**config.mk**
```make
export PLATFORM = sky130hd
export DESIGN_NAME = snoop_bus_ctrl
export DESIGN_NICKNAME = d
export VERILOG_FILES = /design/src/rtl/snoop_pkg.sv /design/src/rtl/snoop_bus_ctrl_rr_arbiter.sv /design/src/rtl/snoop_bus_ctrl.sv
export SDC_FILE = /design/constraint.sdc
export NUM_CORES = 1
export LEC_CHECK = 0
export CAP_MARGIN = 25
export CORE_MARGIN = 4
export CORE_UTILIZATION = 42
export DETAILED_ROUTE_END_ITERATION = 16
export PLACE_DENSITY = 0.88
export SLEW_MARGIN = 5
export SYNTH_ARGS = -nofsm -noshare
export SYNTH_HDL_FRONTEND = slang
export SYNTH_HIERARCHICAL = 1
export SYNTH_SLANG_ARGS = --single-unit
```
**constraint.sdc**
```tcl
create_clock -name clock -period 4.8 [get_ports clock]
set_clock_uncertainty 0.15 [all_clocks]
set_input_delay 0.72 -clock clock [delete_from_list [all_inputs] [get_ports clock]]
set_output_delay 0.72 -clock clock [all_outputs]
set_load 0.005 [all_outputs]
```
**src/rtl/snoop_pkg.sv**
```systemverilog
// rtl/snoop_pkg.sv - shared types and helpers for the snooping-bus controller
package snoop_pkg;

  typedef enum logic [1:0] {
    CMD_ILL  = 2'b00,
    CMD_RD   = 2'b01,
    CMD_RDX  = 2'b10,
    CMD_UPGR = 2'b11
  } cmd_t;

  typedef enum logic [2:0] {
    IDLE,
    BCAST,
    SNOOP,
    WB,
    MEMRD,
    DONE
  } state_t;

  // Index of the lowest set bit (0 when none set); wide enough for NCPU up to 8.
  function automatic int lowest_set(input logic [7:0] v);
    lowest_set = 0;
    for (int i = 7; i >= 0; i--) begin
      if (v[i]) lowest_set = i;
    end
  endfunction

endpackage

```
**src/rtl/snoop_bus_ctrl_rr_arbiter.sv**
```systemverilog
// rtl/snoop_bus_ctrl_rr_arbiter.sv - round-robin arbiter starting at a pointer
module rr_arbiter #(
  parameter int N = 4
) (
  input  logic [N-1:0]         req,
  input  logic [$clog2(N)-1:0] ptr,
  output logic [N-1:0]         grant,
  output logic [$clog2(N)-1:0] idx
);

  localparam int IW = $clog2(N);

  logic found;
  int   j;

  // Scan requesters starting at ptr, wrapping once; first hit wins.
  always_comb begin
    grant = '0;
    idx   = '0;
    found = 1'b0;
    j     = 0;
    for (int i = 0; i < N; i++) begin
      j = int'(ptr) + i;
      if (j >= N) j = j - N;
      if (!found && req[IW'(j)]) begin
        found          = 1'b1;
        grant[IW'(j)]  = 1'b1;
        idx            = IW'(j);
      end
    end
  end

endmodule

```
**src/rtl/snoop_bus_ctrl.sv**
```systemverilog
// rtl/snoop_bus_ctrl.sv - snooping-bus transaction engine for NCPU private caches
module snoop_bus_ctrl
  import snoop_pkg::*;
#(
  parameter int NCPU = 4,
  parameter int AW   = 5,
  parameter int DW   = 8
) (
  input  logic                    clock,
  input  logic                    reset,
  input  logic [NCPU-1:0]         req,
  input  logic [2*NCPU-1:0]       req_cmd,
  input  logic [AW*NCPU-1:0]      req_addr,
  output logic [NCPU-1:0]         gnt,
  output logic                    bus_valid,
  output logic [1:0]              bus_cmd,
  output logic [AW-1:0]           bus_addr,
  output logic [$clog2(NCPU)-1:0] bus_src,
  input  logic [NCPU-1:0]         snp_shared,
  input  logic [NCPU-1:0]         snp_dirty,
  input  logic [DW*NCPU-1:0]      snp_data,
  output logic                    mem_rd,
  output logic                    mem_wr,
  output logic [AW-1:0]           mem_addr,
  output logic [DW-1:0]           mem_wdata,
  input  logic [DW-1:0]           mem_rdata,
  input  logic                    mem_ack,
  output logic [NCPU-1:0]         done,
  output logic [DW-1:0]           rsp_data,
  output logic                    rsp_shared,
  output logic                    err
);

  localparam int IW = $clog2(NCPU);

  state_t          state_q, state_d;
  logic [IW-1:0]   ptr_q, win_q;
  cmd_t            cmd_q;
  logic [AW-1:0]   addr_q;
  logic            shared_q;
  logic [DW-1:0]   data_q;

  logic [NCPU-1:0] arb_grant;
  logic [IW-1:0]   arb_idx;
  logic [NCPU-1:0] win_oh, masked_shared, masked_dirty;
  logic [IW-1:0]   owner_idx;
  logic [DW-1:0]   owner_data;

  rr_arbiter #(.N(NCPU)) u_arb (
    .req   (req),
    .ptr   (ptr_q),
    .grant (arb_grant),
    .idx   (arb_idx)
  );

  // The requester never snoops itself, so its own responses are masked off.
  assign win_oh        = NCPU'(1) << win_q;
  assign masked_shared = snp_shared & ~win_oh;
  assign masked_dirty  = snp_dirty & ~win_oh;
  assign owner_idx     = IW'(lowest_set(8'(masked_dirty)));
  assign owner_data    = snp_data[owner_idx*DW +: DW];

  // State register plus the per-transaction context latched along the way.
  always_ff @(posedge clock or posedge reset) begin
    if (reset) begin
      state_q  <= IDLE;
      ptr_q    <= '0;
      win_q    <= '0;
      cmd_q    <= CMD_ILL;
      addr_q   <= '0;
      shared_q <= 1'b0;
      data_q   <= '0;
    end else begin
      state_q <= state_d;
      case (state_q)
        IDLE: begin
          if (|arb_grant) begin
            win_q    <= arb_idx;
            cmd_q    <= cmd_t'(req_cmd[arb_idx*2 +: 2]);
            addr_q   <= req_addr[arb_idx*AW +: AW];
            shared_q <= 1'b0;
            data_q   <= '0;
            ptr_q    <= (int'(arb_idx) == NCPU-1) ? '0 : arb_idx + 1'b1;
          end
        end
        SNOOP: begin
          shared_q <= |masked_shared;
          if (cmd_q != CMD_UPGR && |masked_dirty) data_q <= owner_data;
        end
        MEMRD: begin
          if (mem_ack) data_q <= mem_rdata;
        end
        default: ;
      endcase
    end
  end

  // Next-state and output decode; everything is zero outside its own state.
  always_comb begin
    state_d    = state_q;
    gnt        = '0;
    bus_valid  = 1'b0;
    bus_cmd    = 2'b00;
    bus_addr   = '0;
    bus_src    = '0;
    mem_rd     = 1'b0;
    mem_wr     = 1'b0;
    mem_addr   = '0;
    mem_wdata  = '0;
    done       = '0;
    rsp_data   = '0;
    rsp_shared = 1'b0;
    err        = 1'b0;
    case (state_q)
      IDLE: begin
        if (|arb_grant) state_d = BCAST;
      end
      BCAST: begin
        gnt = win_oh;
        if (cmd_q == CMD_ILL) begin
          err     = 1'b1;
          state_d = DONE;
        end else begin
          bus_valid = 1'b1;
          bus_cmd   = cmd_q;
          bus_addr  = addr_q;
          bus_src   = win_q;
          state_d   = SNOOP;
        end
      end
      SNOOP: begin
        err = $countones(masked_dirty) > 1;
        if (cmd_q == CMD_UPGR)  state_d = DONE;
        else if (|masked_dirty) state_d = WB;
        else                    state_d = MEMRD;
      end
      WB: begin
        mem_wr    = 1'b1;
        mem_addr  = addr_q;
        mem_wdata = data_q;
        if (mem_ack) state_d = DONE;
      end
      MEMRD: begin
        mem_rd   = 1'b1;
        mem_addr = addr_q;
        if (mem_ack) state_d = DONE;
      end
      DONE: begin
        done       = win_oh;
        rsp_data   = data_q;
        rsp_shared = shared_q;
        state_d    = IDLE;
      end
      default: state_d = IDLE;
    endcase
  end

endmodule

```
==> impl_summary.txt, run 1 <==
----------------------------------------------------
[Job]
  Max-cap check violation count ... 0

[Global routing]
  Global-route usage over all layers ... 0.207
  Vias in the first global route ... 2574
  Global routing usage on met2 ... 0.373
  Antenna violations before repair ... 0
  GRT met1 Usage ... 0.253
  Overflow left after global routing ... 0
  Pin count of the biggest net entering global routing ... 24
  First-pass GRT wire length ... 12700 µm
  Met3 global-route usage ... 0.0473
  Top Usage Layer GRT ... met2

[Worst setup path]
  WP data arrival ... 3880 ps
  Sequence of cells on the critical path ... clkdlybuf4s50_1 -> and3b_1 -> o21ai_1 -> o311ai_2 -> a221o_1 -> or4_1 -> nand3_1 -> mux2_2
  Highest cell delay on the worst timing path ... 640 ps
  CP Launch Point ... req[1]
  Worst Path Required ... 4790 ps
  Launching element type of the critical path ... input port
  CP Buf/Inv Count ... 1
  Largest delay contributor family on the critical path ... simple AND/OR/NAND/NOR gates
  Slowest stage cell, crit path ... clkdlybuf4s50_1
  Type of destination of the critical path ... register
  Startpoint of the worst-slack reg-to-reg timing path ... ptr_q[1]
  Critical-path maximum fanout ... 13
  Worst setup path category ... input port to register

[Floorplanning]
  Starting density of the core ... 0.437
  DIE HEIGHT ... 86.9 µm
  Die span in x ... 86.9 µm
  I/O Pins ... 126
  Total number of placement rows ... 28
  Die area ... 7560 µm²
  Area of the core region ... 5990 µm²

[Routing]
  Total wire length ... 8290 µm
  Vias per cell ... 5.69
  Average wire per standard cell ... 17.5 µm
  Antenna Nets Post-Route ... 0
  DR pass1 iterations ... 4
  DRC violations left ... 0
  Iteration-0 DRC count of the detailed router ... 183
  Via count ... 2698

[Clocking]
  Clock latency of the later-clocked register in the worst-skew pair ... 260 ps
  TritonCTS buffer count ... 3
  Num Clock Sinks ... 23
  Total setup buffers inserted after CTS ... 0
  Count of cells resized by post-cts repair ... 0
  Clock tree from TritonCTS ... yes
  CTS clock-pin slew for the worst setup and hold paths ... 80 ps
  CTS Hold Bufs ... 0
  Buffer depth of the longest clock path ... 2
  CTS H-tree lvls ... 1
  CTS root buffer ... clkbuf_8

[Timing]
  Number of max-slew violations in the final report ... 0
  Peak Freq ... 258 MHz
  Actual transition at the worst max-transition pin ... 954 ps
  Sum Neg Setup Slack ... 0 ps
  Post-route clock period utilization ... 0.808
  Slew headroom ... 0.364
  Final hold violation count ... 0
  Final critical path time including I/O delays and setup ... 3880 ps
  Worst Slack Setup Final ... 920 ps
  Unrepaired setup endpoints after global routing ... no
  Final setup vio count ... 0

[Synthesis]
  Synth unique cells ... 54
  Fraction of registers with async set or reset after synthesis ... 1.00
  Total standard cell area after synthesis ... 2620 µm²
  Post-synth EDFFs ... 0
  Syn. warnings ... 6
  Dominant synthesized flop cell ... dfrtp_1
  Number of nets produced by synthesis ... 380
  Post-synthesis sequential area ratio ... 0.220
  Flip-flop and latch count after synthesis ... 23
  Average footprint of a synthesized cell ... 9.15 µm²
  Cell count after synthesis ... 286

[Pwr]
  Combinational group share of total power ... 0.735
  Switching power as a share of total power ... 0.437
  Leakage power ... 1.66 nW
  Worst supply voltage drop on vdd ... 0.366 mV
  Internal power summed over all cells ... 1.15 mW
  Share of total power in sequential cells ... 0.207
  Net Switching ... 891 µW
  Clock Power Share ... 0.058
  Total power divided by cell area ... 518 nW/µm²

[Final layout]
  Area of combinational cells with multiple inputs ... 1890 µm²
  Ratio of cells with drive above 1 in the final layout ... 0.113
  Footprint of the flip-flops and latches ... 576 µm²
  Total inserted antenna cells ... 0
  Number of nets in the finished design ... 494
  Signed area change from the synthesized netlist to the final layout ... 50.0%
  Layout filler cell count ... 480

[Status]
  Result of the run ... complete, no violations

[Place]
  Gpl congestion ... 0.909
  Worst slack at placement ... 651 ps
  HPWL reported at the end of detailed placement ... 6610 µm
  Port buffer count ... 125

[Min path]
  Start point of the worst hold path ... shared_q
  Min-delay worst type ... register to register

----------------------------------------------------
## tightest hold or removal path, delay by kind of cell, from the launching register on
kind | cells | cell delay [ps]
flops | 1 | 350
simple gates | 1 | 60
compound gates | 1 | 70
## layout by cell type (no fill, tap or decap), types with 2 or more instances in the layout
cell             instances
a21oi_1                  8
a221o_1                  3
a221oi_1                 2
a31oi_1                  3
and2_1                  23
and3_1                  20
buf_4                    3
clkbuf_8                 3
clkdlybuf4s50_1        125
dfrtp_1                 23
ha_1                    10
inv_1                   11
mux2_2                  18
mux2i_1                 31
mux4_2                   8
nand2_1                 13
nand2b_1                 6
nand3_1                  4
nand3b_1                 2
nor2_1                  17
nor2b_1                  3
nor3_1                   6
nor3b_1                  2
o21ai_0                 13
o21ai_1                  9
o221ai_1                 2
o31ai_1                  2
or2_2                    3
or4_1                    2
## synthesized netlist by cell type (2+ instances only)
cell / instances / area (µm²)
a31oi_1: 3 / 18.8
or4_1: 2 / 15.0
o31ai_1: 2 / 15.0
buf_6: 3 / 33.8
ha_1: 10 / 125
a221o_1: 3 / 30.0
nand3_1: 4 / 20.0
buf_2: 6 / 30.0
nand3b_1: 2 / 15.0
o21ai_1: 9 / 45.0
nor2b_1: 3 / 18.8
nor3_1: 6 / 30.0
or2_2: 3 / 18.8
and2_1: 23 / 144
nand2b_1: 6 / 37.5
and3_1: 20 / 125
inv_1: 11 / 41.3
o21ai_0: 13 / 65.1
mux4_2: 8 / 180
a21oi_1: 8 / 40.0
dfrtp_1: 23 / 576
nor2_1: 17 / 63.8
o221ai_1: 2 / 17.5
a221oi_1: 2 / 17.5
nand2_1: 13 / 48.8
clkbuf_1: 8 / 30.0
nor3b_1: 2 / 15.0
mux2_2: 18 / 203
mux2i_1: 31 / 310
## power by group through the flow
| stage | Sequential, mW | Clock, mW | Combinational [mW] |
|---|---|---|---|
| after floorplan | 0.352 | 0 | 1.11 |
| after global placement | 0.420 | 0 | 1.45 |
| after detailed placement | 0.424 | 0 | 1.50 |
| after CTS | 0.420 | 0.121 | 1.50 |
| after global routing | 0.443 | 0.132 | 1.64 |
| final | 0.421 | 0.119 | 1.50 |
## sequential cells by signal (all words and copies together), names as in the netlist
signal and cells:
addr_q 5, cmd_q 2, data_q 8, ptr_q 2
shared_q 1, state_q 3, win_q 2
## layer usage
metal | vias up | wire length (µm) | part of all wire
met1 | 1284 | 3200 | 0.39
met2 | 119 | 4260 | 0.51
met4 | 0 | 129 | 0.016
li1 | 1283 | - | -
met3 | 12 | 691 | 0.083
met5 | - | 0 | 0
## worst paths after layout
path                                  end  slack, ps  cells past startpoint
worst max-delay path            addr_q[4]        920                      8
worst min-delay path             shared_q        370                      2
worst max register to register   cmd_q[0]        970                      9
worst min register to register   shared_q        370                      2
max in group asynchronous        ptr_q[1]       3170                      2
min in group asynchronous       data_q[5]        790                      2
## cells by family after synthesis
kind of cell,share of synthesized area
compound gates,0.153
flops,0.220
mux,0.286
fa+ha+maj,0.0554
simple gates,0.229
buf+inv,0.0564
## final cells by class
| type | instances | share of cell area |
|---|---|---|
| Timing Repair Buffer | 128 | 0.324 |
| Inverter | 12 | 0.0115 |
| Multi-Input combinational cell | 232 | 0.482 |
| Clock buffer | 4 | 0.0115 |
| Sequential cell | 23 | 0.147 |
| Tap cell | 75 | 0.0239 |
## stage by stage
stage	area (µm²)	util	hold WS, ps	std cells	power (mW)
global route	3930	0.656	404	474	2.21
floorplan	2620	-	310	286	1.46
CTS	3930	0.656	371	474	2.04
finish	3930	0.656	370	474	2.04
detailed placement	3880	0.648	354	470	1.92
global placement	3880	0.648	343	470	1.87
Note: power is estimated with default switching activity, not from simulation.
==> run 2: changes to the inputs <==
Clock period 4.8 ns to 3.95 ns, I/O delays scaled along.
==> run 2 against run 1 <==
Effect of this change: cell count is 1.5% higher; sequential power is 21% higher; clock-buffer cell count is 1 lower; design area is 1.7% higher; routed wire length is 1.8% lower; non-clock buffer count is 7 higher; global-route usage is 0.63 points lower; core utilization is 1.1 points higher.
==> impl_summary.txt, run 2 (synthesis results as in run 1) <==
----------------------------------------------------
[Clocking]
  CTS clock-pin slew for the worst setup and hold paths ... 90 ps
  CTS H-tree lvls ... 1
  TritonCTS buffer count ... 3
  Clock latency of the later-clocked register in the worst-skew pair ... 260 ps
  Total setup buffers inserted after CTS ... 0
  Clock tree from TritonCTS ... yes
  Num Clock Sinks ... 23
  Buffer depth of the longest clock path ... 2
  CTS root buffer ... clkbuf_8
  CTS Hold Bufs ... 0
  Count of cells resized by post-cts repair ... 0

[Global routing]
  Global-route usage over all layers ... 0.201
  First-pass GRT wire length ... 12400 µm
  Pin count of the biggest net entering global routing ... 24
  Overflow left after global routing ... 0
  Antenna violations before repair ... 0
  Vias in the first global route ... 2558

[Worst setup path]
  Setup slack of the most critical reg-to-reg path ... 430 ps
  Type of destination of the critical path ... register
  Critical-path maximum fanout ... 10
  Reg-to-reg critical path endpoint ... data_q[6]
  Worst setup path category ... input port to register
  Length in cells of the worst reg-to-reg path ... 11
  Startpoint of the worst-slack reg-to-reg timing path ... ptr_q[0]
  Launching element type of the critical path ... input port
  WP data arrival ... 3630 ps
  Worst Path Required ... 3940 ps

[Floorplanning]
  Area of the core region ... 5990 µm²
  Total number of placement rows ... 28
  DIE HEIGHT ... 86.9 µm
  Die area ... 7560 µm²
  Die span in x ... 86.9 µm
  I/O Pins ... 126
  Starting density of the core ... 0.437

[Final layout]
  Number of nets in the finished design ... 501
  Most common cell after layout, fill and taps aside ... clkdlybuf4s50_1
  Ratio of cells with drive above 1 in the final layout ... 0.131
  Total inserted antenna cells ... 0
  Largest registers ... data_q (8), addr_q (5), state_q (3)
  Signed area change from the synthesized netlist to the final layout ... 52.6%
  Commonest non-fill, non-tap cells in the layout ... clkdlybuf4s50_1, mux2i_1, and2_1, dfrtp_1, and3_1
  Largest Register ... data_q
  Layout filler cell count ... 485
  Final design instance area without fill ... 3990 µm²
  Number of flip-flops in the largest register ... 8

[Timing]
  Final setup vio count ... 0
  Actual transition at the worst max-transition pin ... 885 ps
  Unrepaired setup endpoints after global routing ... no
  Final critical path time including I/O delays and setup ... 3640 ps
  Slew headroom ... 0.410
  Post-route clock period utilization ... 0.921
  Worst hold-check slack ... 365 ps
  Sum Neg Setup Slack ... 0 ps
  Peak Freq ... 275 MHz
  Final hold violation count ... 0
  Number of max-slew violations in the final report ... 0

[Pwr]
  Switching power as a share of total power ... 0.432
  Combinational group share of total power ... 0.742
  Worst supply voltage drop on vdd ... 0.386 mV
  Clock Power Share ... 0.058
  Net Switching ... 1.10 mW
  Leakage power ... 1.70 nW
  Tot Pwr ... 2.55 mW
  Share of total power in sequential cells ... 0.201
  Internal power summed over all cells ... 1.45 mW
  Total power divided by cell area ... 637 nW/µm²

[Min path]
  Start point of the worst hold path ... addr_q[1]
  Hold-critical path endpoint ... addr_q[1]
  Cell count of the worst hold path ... 1
  Min-delay worst type ... register to register

[Place]
  Gpl congestion ... 0.892
  Port buffer count ... 125
  HPWL reported at the end of detailed placement ... 6570 µm
  Dpl cell area ... 3950 µm²

[Routing]
  DRC violations left ... 0
  Average wire per standard cell ... 16.9 µm
  Via count ... 2682
  Total wire length ... 8140 µm
  Antenna Nets Post-Route ... 0
  Iteration-0 DRC count of the detailed router ... 254
  Vias per cell ... 5.58
  DR pass1 iterations ... 5

[Job]
  Max-cap check violation count ... 0

[Status]
  Result of the run ... complete, no violations

----------------------------------------------------
==> run 2: changes by cell type in the layout (fill, tap and decap cells not counted) <==
cell      delta
clkinv_2     +1
clkbuf_1     -1
buf_4        +6
buf_12       +1
==> run 2: worst max-delay path, stage by stage <==
cell	delay (ps)
clkdlybuf4s50_1	620
and3b_1	210
o21ai_1	250
o311ai_2	200
a221o_1	320
or4_1	570
nand3b_1	220
o2111ai_2	290
mux2i_1	250
o21ai_1	100
==> run 2: layer usage <==
layer | GRT usage | vias to the layer above | wire [µm] | part of all wire
met3 | 0.0369 | 8 | 682 | 0.084
met1 | 0.242 | 1270 | 3230 | 0.40
met4 | 0.0198 | 0 | 57 | 0.0070
li1 | - | 1291 | - | -
met5 | 0 | - | 0 | 0
met2 | 0.380 | 113 | 4170 | 0.51
==> run 2: power groups by stage <==
stage / registers (mW) / logic (mW) / clock network, mW
CTS: 0.506 / 1.90 / 0.150
floorplan: 0.428 / 1.36 / 0
finish: 0.511 / 1.89 / 0.146
detailed placement: 0.511 / 1.90 / 0
global route: 0.534 / 2.06 / 0.161
global placement: 0.506 / 1.83 / 0
==> run 2: how the worst max path moves through the flow <==
stage	from	end	slack, ps	cells past startpoint
6_report	req[1]	data_q[6]	310	10
5_1_grt	req[1]	data_q[1]	100	10
4_1_cts	req[1]	data_q[6]	330	10
3_5_place_dp	req[1]	data_q[6]	40	10
3_3_place_gp	req[1]	data_q[3]	160	10
2_1_floorplan	ptr_q[1]	addr_q[0]	160	11
==> run 2: cell type report <==
cell class | count | area (µm²) | share of cell area
Sequential cell | 23 | 576 | 0.144
Multi-Input combinational cell | 232 | 1890 | 0.474
Tap cell | 75 | 93.8 | 0.0235
Clock buffer | 3 | 41.3 | 0.0103
Timing Repair Buffer | 135 | 1340 | 0.335
Clock inverter | 1 | 5.00 | 0.00125
Inverter | 12 | 45.0 | 0.0113
==> run 2: per-stage QoR <==
stage	utilization	instances	setup slack, ps
2_1_floorplan	-	286	165
3_3_place_gp	0.659	477	163
3_5_place_dp	0.659	477	43.7
4_1_cts	0.667	481	332
5_1_grt	0.667	481	102
6_report	0.667	481	313
==> run 3: changes to the inputs <==
Settings changed: CORE_MARGIN 4 to default, RECOVER_POWER from default to 50.
==> run 3 against run 2 <==
Effect of this change: cell count unchanged; sequential power is essentially flat; critical endpoint is now data_q[1]; design area is 0.28% lower; flip-flop and latch count unchanged; clock-buffer cell count is 1 higher; clock power down 5%; non-clock buffer count stayed put; combinational power about the same; register-to-register slack got worse by 130 ps.
==> impl_summary.txt, run 3 (synthesis results as in run 1) <==
----------------------------------------------------
[Routing]
  Average wire per standard cell ... 15.5 µm
  Via count ... 2703
  DRC violations left ... 0
  Iteration-0 DRC count of the detailed router ... 244
  Total wire length ... 7430 µm
  DR pass1 iterations ... 5
  Antenna Nets Post-Route ... 0
  Vias per cell ... 5.62

[Final layout]
  Most common cell after layout, fill and taps aside ... clkdlybuf4s50_1
  Largest Register ... data_q
  Layout filler cell count ... 513
  Largest registers ... data_q (8), addr_q (5), state_q (3)
  Number of standard cells in the final layout excluding fillers ... 481
  Ratio of cells with drive above 1 in the final layout ... 0.123
  Total inserted antenna cells ... 0
  Signed area change from the synthesized netlist to the final layout ... 52.2%
  Utilization after layout ... 0.669
  Number of flip-flops in the largest register ... 8
  Commonest non-fill, non-tap cells in the layout ... clkdlybuf4s50_1, mux2i_1, dfrtp_1, and2_1, and3_1
  Final design instance area without fill ... 3980 µm²
  Number of nets in the finished design ... 501

[Worst setup path]
  Critical-path maximum fanout ... 10
  Worst Path Required ... 3930 ps
  Setup slack of the most critical reg-to-reg path ... 300 ps
  CP Launch Point ... req[1]
  Worst setup path category ... input port to register
  Length in cells of the worst reg-to-reg path ... 11
  Startpoint of the worst-slack reg-to-reg timing path ... ptr_q[0]
  Launching element type of the critical path ... input port
  Type of destination of the critical path ... register
  WP data arrival ... 3760 ps
  Reg-to-reg critical path endpoint ... data_q[1]
  Critical path endpoint ... data_q[1]

[Clocking]
  Clock latency of the later-clocked register in the worst-skew pair ... 260 ps
  Num Clock Sinks ... 23
  Count of cells resized by post-cts repair ... 0
  Clock tree from TritonCTS ... yes
  Buffer depth of the longest clock path ... 2
  CTS Hold Bufs ... 0
  CTS clock-pin slew for the worst setup and hold paths ... 80 ps
  CTS root buffer ... clkbuf_8
  TritonCTS buffer count ... 3
  Total setup buffers inserted after CTS ... 0
  CTS H-tree lvls ... 1

[Timing]
  Slew headroom ... 0.430
  Peak Freq ... 264 MHz
  Actual transition at the worst max-transition pin ... 855 ps
  Unrepaired setup endpoints after global routing ... no
  Worst hold-check slack ... 370 ps
  Number of max-slew violations in the final report ... 0
  Worst Slack Setup Final ... 168 ps
  Final hold violation count ... 0
  Post-route clock period utilization ... 0.957
  Final setup vio count ... 0
  Final critical path time including I/O delays and setup ... 3780 ps

[Job]
  Max-cap check violation count ... 0

[Min path]
  Min-delay worst type ... register to register

[Floorplanning]
  Area of the core region ... 5960 µm²
  Total number of placement rows ... 28
  Die area ... 6550 µm²
  I/O Pins ... 126
  DIE HEIGHT ... 80.9 µm
  Die span in x ... 80.9 µm
  Starting density of the core ... 0.439

[Place]
  Worst slack at placement ... -54.7 ps
  Dpl cell area ... 3950 µm²
  Port buffer count ... 125
  Gpl congestion ... 0.841
  Cell count after placement ... 477
  HPWL reported at the end of detailed placement ... 6020 µm

[Global routing]
  Antenna violations before repair ... 0
  Global-route usage over all layers ... 0.220
  Pin count of the biggest net entering global routing ... 24
  First-pass GRT wire length ... 11300 µm
  Overflow left after global routing ... 0
  Vias in the first global route ... 2597

[Pwr]
  Worst supply voltage drop on vdd ... 0.428 mV
  Total power divided by cell area ... 633 nW/µm²
  Leakage power ... 1.75 nW

[Status]
  Result of the run ... complete, no violations

----------------------------------------------------
## run 3: changes by cell type in the layout (fill, tap and decap cells not counted), sizes merged
cell	before	now
clkinv	2	1
buf	10	9
clkdlybuf4s50	125	106
dlygate4sd3	0	19
clkbuf	3	5
## run 3: worst max-delay path, stage by stage
cell             delay (ps)
clkdlybuf4s50_1         560
mux4_1                  610
a21oi_1                 180
a21oi_1                  70
a221o_1                 260
or4_1                   570
nand3b_1                260
o2111ai_2               310
mux2i_1                 260
o21ai_1                 100
## run 3: worst min-delay path by stage
stage,from,end,cells after the start
after floorplan,shared_q,shared_q,2
after global placement,data_q[5],data_q[5],2
after detailed placement,addr_q[1],addr_q[1],1
after CTS,addr_q[1],addr_q[1],1
after global routing,addr_q[1],addr_q[1],1
final,addr_q[1],addr_q[1],1
## run 3: where the power goes
| group | switching (mW) | internal [mW] |
|---|---|---|
| Combinational | 0.870 | 1.00 |
| Clock | 0.0675 | 0.0718 |
| Sequential | 0.154 | 0.357 |
| Total | 1.09 | 1.43 |
## run 3: through the flow
stage / total power [mW] / TNS (ps)
2_1_floorplan: 1.78 / 0
3_3_place_gp: 2.34 / 0
3_5_place_dp: 2.40 / -267
4_1_cts: 2.55 / 0
5_1_grt: 2.73 / 0
6_report: 2.52 / 0
## run 3: area by class of cell
class,instances,area (µm²),share of cell area
Timing Repair Buffer,135,1340,0.335
Multi-Input combinational cell,232,1890,0.474
Clock buffer,4,45.0,0.0113
Tap cell,75,93.8,0.0236
Inverter,12,45.0,0.0113
Sequential cell,23,576,0.145
## run 3: metal layers
layer	vias up	GRT usage	share of wire	routed length [µm]
met3	12	0.0404	0.089	660
li1	1302	-	-	-
met2	141	0.421	0.51	3780
met4	0	0.0536	0.015	115
met1	1248	0.247	0.39	2880
met5	-	0	0	0
